File: src/rtl/addsub_seq_n.sv
// Multi-cycle add/subtract: chunk_bit bits per clock with carry kept between chunks, valid/ready on both sides.
// Optional ADDSUB_ABS_DIFF_EN: a negative difference is negated in a NEG pass, giving |A-B| with swap_o=1.
module addsub_seq_n #(
  parameter int nb_bit    = 24,
  parameter int chunk_bit = 8
) (
  input  logic              clk_i,
  input  logic              rst_n_i,
  input  logic              in_valid_i,
  output logic              in_ready_o,
  input  logic [nb_bit-1:0] a_i,
  input  logic [nb_bit-1:0] b_i,
  input  logic              op_i,
  output logic              out_valid_o,
  input  logic              out_ready_i,
  output logic [nb_bit-1:0] res_o,
  output logic              borrow_o,
`ifdef ADDSUB_ABS_DIFF_EN
  output logic              swap_o,
`endif
  output logic              zero_o
);

  localparam int NB_CHUNK = nb_bit / chunk_bit;
  localparam int KW = (NB_CHUNK > 1) ? $clog2(NB_CHUNK) : 1;
  localparam logic [KW-1:0] K_LAST = KW'(NB_CHUNK - 1);

  generate
    if (nb_bit % chunk_bit != 0) begin : g_bad_chunk
      $error("addsub_seq_n: chunk_bit must divide nb_bit");
    end
  endgenerate

  typedef enum logic [1:0] {
    IDLE,
    RUN,
`ifdef ADDSUB_ABS_DIFF_EN
    NEG,
`endif
    DONE
  } state_t;

  state_t            state_q;
  logic [nb_bit-1:0] a_q, b_q;
  logic              op_q;
  logic              c_q;
  logic [KW-1:0]     k_q;

  logic [chunk_bit-1:0] x_ch, y_ch, sum_ch;
  logic                 c_nxt;
  logic [nb_bit-1:0]    res_nxt;
  int                   base;

  // One adder slice serves both the RUN pass (A +/- B) and the NEG pass (~res + c).
  always_comb begin
    base = int'(k_q) * chunk_bit;
    x_ch = a_q[base +: chunk_bit];
    y_ch = op_q ? b_q[base +: chunk_bit] : ~b_q[base +: chunk_bit];
`ifdef ADDSUB_ABS_DIFF_EN
    if (state_q == NEG) begin
      x_ch = ~res_o[base +: chunk_bit];
      y_ch = '0;
    end
`endif
    {c_nxt, sum_ch} = {1'b0, x_ch} + {1'b0, y_ch} + {{chunk_bit{1'b0}}, c_q};
    res_nxt = res_o;
    res_nxt[base +: chunk_bit] = sum_ch;
  end

  always_ff @(posedge clk_i or negedge rst_n_i) begin
    if (!rst_n_i) begin
      state_q     <= IDLE;
      in_ready_o  <= 1'b1;
      out_valid_o <= 1'b0;
      res_o       <= '0;
      borrow_o    <= 1'b0;
      zero_o      <= 1'b0;
      a_q         <= '0;
      b_q         <= '0;
      op_q        <= 1'b0;
      c_q         <= 1'b0;
      k_q         <= '0;
`ifdef ADDSUB_ABS_DIFF_EN
      swap_o      <= 1'b0;
`endif
    end else begin
      case (state_q)
        IDLE: begin
          if (in_valid_i) begin
            a_q        <= a_i;
            b_q        <= b_i;
            op_q       <= op_i;
            c_q        <= ~op_i;
            k_q        <= '0;
            in_ready_o <= 1'b0;
            state_q    <= RUN;
`ifdef ADDSUB_ABS_DIFF_EN
            swap_o     <= 1'b0;
`endif
          end
        end
        RUN: begin
          res_o <= res_nxt;
          c_q   <= c_nxt;
          k_q   <= k_q + KW'(1);
          if (k_q == K_LAST) begin
            k_q         <= '0;
            state_q     <= DONE;
            out_valid_o <= 1'b1;
            borrow_o    <= op_q ? c_nxt : ~c_nxt;
            zero_o      <= (res_nxt == '0);
`ifdef ADDSUB_ABS_DIFF_EN
            // No final carry on a subtract means A<B: divert through NEG instead.
            if (!op_q && !c_nxt) begin
              state_q     <= NEG;
              c_q         <= 1'b1;
              out_valid_o <= 1'b0;
            end
`endif
          end
        end
`ifdef ADDSUB_ABS_DIFF_EN
        NEG: begin
          res_o <= res_nxt;
          c_q   <= c_nxt;
          k_q   <= k_q + KW'(1);
          if (k_q == K_LAST) begin
            k_q         <= '0;
            state_q     <= DONE;
            out_valid_o <= 1'b1;
            borrow_o    <= 1'b1;
            swap_o      <= 1'b1;
            zero_o      <= (res_nxt == '0);
          end
        end
`endif
        DONE: begin
          if (out_ready_i) begin
            out_valid_o <= 1'b0;
            in_ready_o  <= 1'b1;
            state_q     <= IDLE;
          end
        end
        default: state_q <= IDLE;
      endcase
    end
  end

endmodule
File: config.mk
export PLATFORM = sky130hd
export DESIGN_NAME = addsub_seq_n
export DESIGN_NICKNAME = d
export VERILOG_FILES = /design/src/rtl/addsub_seq_n.sv
export SDC_FILE = /design/constraint.sdc
export NUM_CORES = 1
export LEC_CHECK = 0
export CAP_MARGIN = 20
export CORE_MARGIN = 2
export CORE_UTILIZATION = 45
export DETAILED_ROUTE_END_ITERATION = 7
export PLACE_DENSITY = 0.71
export SYNTH_ARGS = -nofsm -noshare
export SYNTH_HDL_FRONTEND = slang
export SYNTH_SLANG_ARGS = --single-unit
File: constraint.sdc
create_clock -name clk_i -period 7.1 [get_ports clk_i]
set_clock_uncertainty 0.05 [all_clocks]
set_input_delay 0.71 -clock clk_i [delete_from_list [all_inputs] [get_ports clk_i]]
set_output_delay 0.71 -clock clk_i [all_outputs]
set_load 0.03 [all_outputs]
Word level (Yosys, flattened, before mapping). Index checks and enable logic that the tools add are counted.

Memory bits (read-only): 0. Register bits after elaboration: 82. Bits in latches: 0. Memory bits (writable): 0. Output and inout bits: 28. Word-level logic and storage cells: 57. Memories kept: 0.

Add/subtract/negate cells: 4. Div/mod/pow operators: 0. $lt $le $gt $ge: 0. Multiply operators: 0. Bitwise gates (word level): 3. Multiplexer cells: 18. Shift operators: 4. Eq/ne operators: 6. Reduce and logical (&&, ||, !) cells: 11.

Operators with widths (count): 24-bit by 6-bit indexed part select with 8-bit output (2); 5-bit negation with 33-bit output (1); 8-bit by 33-bit variable shift with 24-bit output (first input constant) (1); 8-bit by 33-bit indexed part select with 24-bit output (1); 24-bit bitwise mux (1); 24-bit zero test (1); 2-bit 2-to-1 mux (5); 8-bit by 8-bit adder with 9-bit output (1); 9-bit by 1-bit adder with 9-bit output (1); 3-bit AND reduction (3); 8-bit 2-to-1 mux (1); 8-bit NOT (1); 1-bit 2-to-1 mux (6); 2-bit != test (second input constant) (3); 1-bit case mux with 2 select lines (3); 2-bit case mux with 3 select lines (1); 2-bit AND reduction (3); 2-bit nonzero test (3); 2-bit == test (second input constant) (2); 2-bit case mux with 2 select lines (1); 2-bit by 1-bit adder with 2-bit output (second input constant) (1); 2-bit by 1-bit == test with 1-bit output (second input constant) (1); 2-bit zero test (1); 1-bit NOT (2).

Depth between registers and ports, before layout.
Word-level depth: 8. Gate-level depth with buffers: 13. Gate-level depth less buffers: 13.

Least setup slack after synthesis. No wires, ideal clock.

Path kind: reg-to-reg. Start: register k_q[1]. End: register zero_o. Arrival: 3.237 ns. Slack: 3.692 ns. Stages on the path, launching flop included: 14. Required time: 6.929 ns. Path buffers: 2. Cell sequence: dfrtp_1 -> buf_2 -> nor2_1 -> clkbuf_1 -> a21oi_1 -> xnor2_1 -> fa_1 -> fa_1 -> and2b_1 -> o21ai_1 -> xnor2_2 -> nor2_1 -> a22o_1 -> a32o_2.

Word-level cells in the longest chain between the ends: 8. Elaborated cells on any way between the ends: 13.

RTL lines: from (decl) (RTL line 47) `logic [KW-1:0] k_q;`; from (signal assigned) (RTL line 105) `k_q <= k_q + KW'(1);`; 24-bit by 6-bit indexed part select with 8-bit output (RTL line 58) `y_ch = op_q ? b_q[base +: chunk_bit] : ~b_q[base +: chunk_bit];`; 8-bit NOT (RTL line 58); 8-bit 2-to-1 mux (RTL line 58); 8-bit by 8-bit adder with 9-bit output (RTL line 65) `{c_nxt, sum_ch} = {1'b0, x_ch} + {1'b0, y_ch} + {{chunk_bit{1'b0}}, c_q};`; 9-bit by 1-bit adder with 9-bit output (RTL line 65); 8-bit by 33-bit indexed part select with 24-bit output (RTL line 67) `res_nxt[base +: chunk_bit] = sum_ch;`; 24-bit bitwise mux (RTL line 67); 24-bit zero test (RTL line 111) `zero_o <= (res_nxt == '0);`; to (signal assigned) (RTL line 111); to (decl) (RTL line 21) `output logic zero_o`.

Several ways; a longest one is shown, not always the timed one. A chain may end at the register's enable or synchronous reset.

Worst setup path after layout.
Start: register k_q[0]. End: register zero_o.

The elaborated chain is that of the path after synthesis.

==> impl_metrics.env <==
export IMPL_netlist_area_mm2=0.00404
export IMPL_clock_root_buffer="clkbuf_8"
export IMPL_synth_edf_count=0
export IMPL_die_area_mm2=0.00975
export IMPL_multi_input_area_mm2=0.00190
export IMPL_dp_hpwl_um=6600
export IMPL_cts_sink_count=82
export IMPL_clock_path_buffers=2
export IMPL_drc=0
export IMPL_yosys_warnings=0
export IMPL_yosysSeqAreaShare=0.509
export IMPL_chipHeight_um=98.7
export IMPL_synth_top_family_by_area="simple AND/OR/NAND/NOR gates"
export IMPL_synth_common_cells="nand2_1, dfrtp_1, o21ai_0"
export IMPL_gp_congestion=0.893
export IMPL_rows=34
export IMPL_maxCapViolCount=0
export IMPL_synth_distinct_cells=42
export IMPL_hold_violations=0
export IMPL_r2r_start="k_q[0]"
export IMPL_grt_first_pass_wirelength_um=15400
export IMPL_yosys_top_cells_area="dfrtp_1, nand2_1, mux2i_1, ha_1, o21ai_0"
export IMPL_fmax_mhz=230
export IMPL_r2r_end="zero_o"
export IMPL_ys_ff_latch=82
export IMPL_cp_max_fo=23
export IMPL_cts_setup_buffers=0
export IMPL_fin_crit_ps=4340
export IMPL_reg2reg_slack_ps=2760
export IMPL_ctsResizeCount=0
export IMPL_globalRouteTotalUtil=0.197
export IMPL_cp_start_kind="register"
export IMPL_grt_max_degree=83
export IMPL_grt_pass1_vias=3323
export IMPL_required_ps=7290
export IMPL_synthFlopType="dfrtp_1"
export IMPL_path_clk_slew_ps=80
export IMPL_antenna_found_initial=0
export IMPL_synth_net_count=517
export IMPL_setup_viol=0
export IMPL_drt_iter0_drc=147
export IMPL_synthCells=450
export IMPL_syn_area_per_cell_um2=8.97
export IMPL_viasPerCell=5.20
export IMPL_drt_wirelength_per_cell_um=14.3
export IMPL_worstMarginPinSlew_ps=1040
export IMPL_overflow=0
export IMPL_cts_htree_levels=3
export IMPL_ctsHoldBuffers=0
export IMPL_fin_crit_sh=0.611
export IMPL_via_count=3330
export IMPL_fin_nets=594
export IMPL_clkLatencyLatePin_ps=350
export IMPL_drtPass1Iterations=4
export IMPL_core_area_mm2=0.00872
export IMPL_synthXorXnorAreaFrac=0.0301
export IMPL_die_x_um=98.7
export IMPL_place_area_mm2=0.00493
export IMPL_tns_ps=0
export IMPL_ant_nets=0
export IMPL_synth_simple_area_share=0.231
export IMPL_numCtsBuffers=9
export IMPL_insertedDiodeCount=0
export IMPL_synth_area_leader_cell="dfrtp_1"
export IMPL_seq_area_mm2=0.00205
export IMPL_synth_top_area_frac=0.502
export IMPL_post_synth_top_count_cell="nand2_1"
export IMPL_wirelength_um=9120
export IMPL_criticalPathCategory="register to register"
export IMPL_finalMaxSlewViolations=0
export IMPL_drive_above_1_share=0.0658
export IMPL_start_util=0.463
export IMPL_reg2regPathDepth=12
export IMPL_synth_mux_area_frac=0.0425
export IMPL_cp_arrival_ps=4530
export IMPL_area_delta_synth_final_pct=28.4
export IMPL_fillers=789
export IMPL_synthAdderAreaFrac=0.0471
export IMPL_synth_compound_area_share=0.117
export IMPL_fin_area_mm2=0.00518
export IMPL_rsz0062_at_grt="false"
export IMPL_cp_end_kind="register"
export IMPL_hp_class="input pin to asynchronous set/reset pin"
export IMPL_ios=81
export IMPL_cts_tree="yes"
export IMPL_status="completed"
export IMPL_slew_limit_headroom=0.304
export IMPL_io_buffers=80
export IMPL_ys_async_sr_fraction=1.00
## routing by layer
layer	share of wire	up-vias	track usage
met2	0.48	88	0.324
met1	0.46	1581	0.260
li1	-	1653	-
met5	0	-	0
met3	0.042	8	0.0340
met4	0.013	0	0.0790
## layout by cell type (no fill, tap or decap), types with 4 or more instances in the layout
cell / netlist / routed
nand2_1: 176 / 176
dfrtp_1: 81 / 81
clkdlybuf4s50_1: 0 / 79
o21ai_0: 21 / 21
nor2_1: 20 / 19
a21oi_1: 19 / 19
mux2i_1: 16 / 16
ha_1: 12 / 12
a22o_1: 10 / 10
clkbuf_8: 0 / 10
inv_1: 8 / 8
xor2_1: 8 / 8
nor4_1: 7 / 7
xnor2_1: 4 / 4
o31ai_1: 4 / 4
nand3_1: 5 / 4
nor3_1: 4 / 4
## cell type report
cell class	instances	area share
flip-flops and latches	82	0.396
multi-input cells	343	0.367
repair buffers	82	0.161
clock buffers	10	0.0266
well taps	108	0.0261
clock inverters	6	0.0174
inverters	9	0.00652
## critical path: stages (launching register included)
cell	delay, ps
dfrtp_1	750
inv_1	260
nor2_1	710
a21oi_1	200
xnor2_1	190
fa_1	420
fa_1	430
and2b_1	250
o21ai_1	110
xnor2_2	270
nor2_1	90
a22o_1	250
a32o_2	250
## how the worst max path moves through the flow
stage / startpoint / to
5_1_grt: k_q[0] / zero_o
4_1_cts: k_q[0] / zero_o
2_1_floorplan: k_q[1] / zero_o
6_report: k_q[0] / zero_o
3_5_place_dp: k_q[0] / zero_o
3_3_place_gp: k_q[0] / zero_o
## through the flow
stage / cells / utilization / hold WS, ps / setup WS, ps
6_report: 640 / 0.594 / 223 / 2760
5_1_grt: 640 / 0.594 / 233 / 2400
4_1_cts: 639 / 0.591 / 431 / 2760
3_5_place_dp: 623 / 0.565 / 411 / 2790
3_3_place_gp: 623 / 0.565 / 408 / 2950
2_1_floorplan: 450 / - / 364 / 3690
## flip-flops by register name, summed over array words and instances, names as in the netlist, 2 cells and up
register	flops
a_q	24
b_q	24
res_o	24
k_q	2
state_q	2
## cell families (layout without fill, tap and decap cells)
family	after synthesis	count (layout)
flops	82	82
simple gates	227	227
mux	17	17
fa+ha+maj	14	14
buf+inv	25	107
compound gates	72	72
xor+xnor	13	13
Power is not shown: default switching activity piles up to over one toggle a cycle in this logic, so the estimate is an artifact.
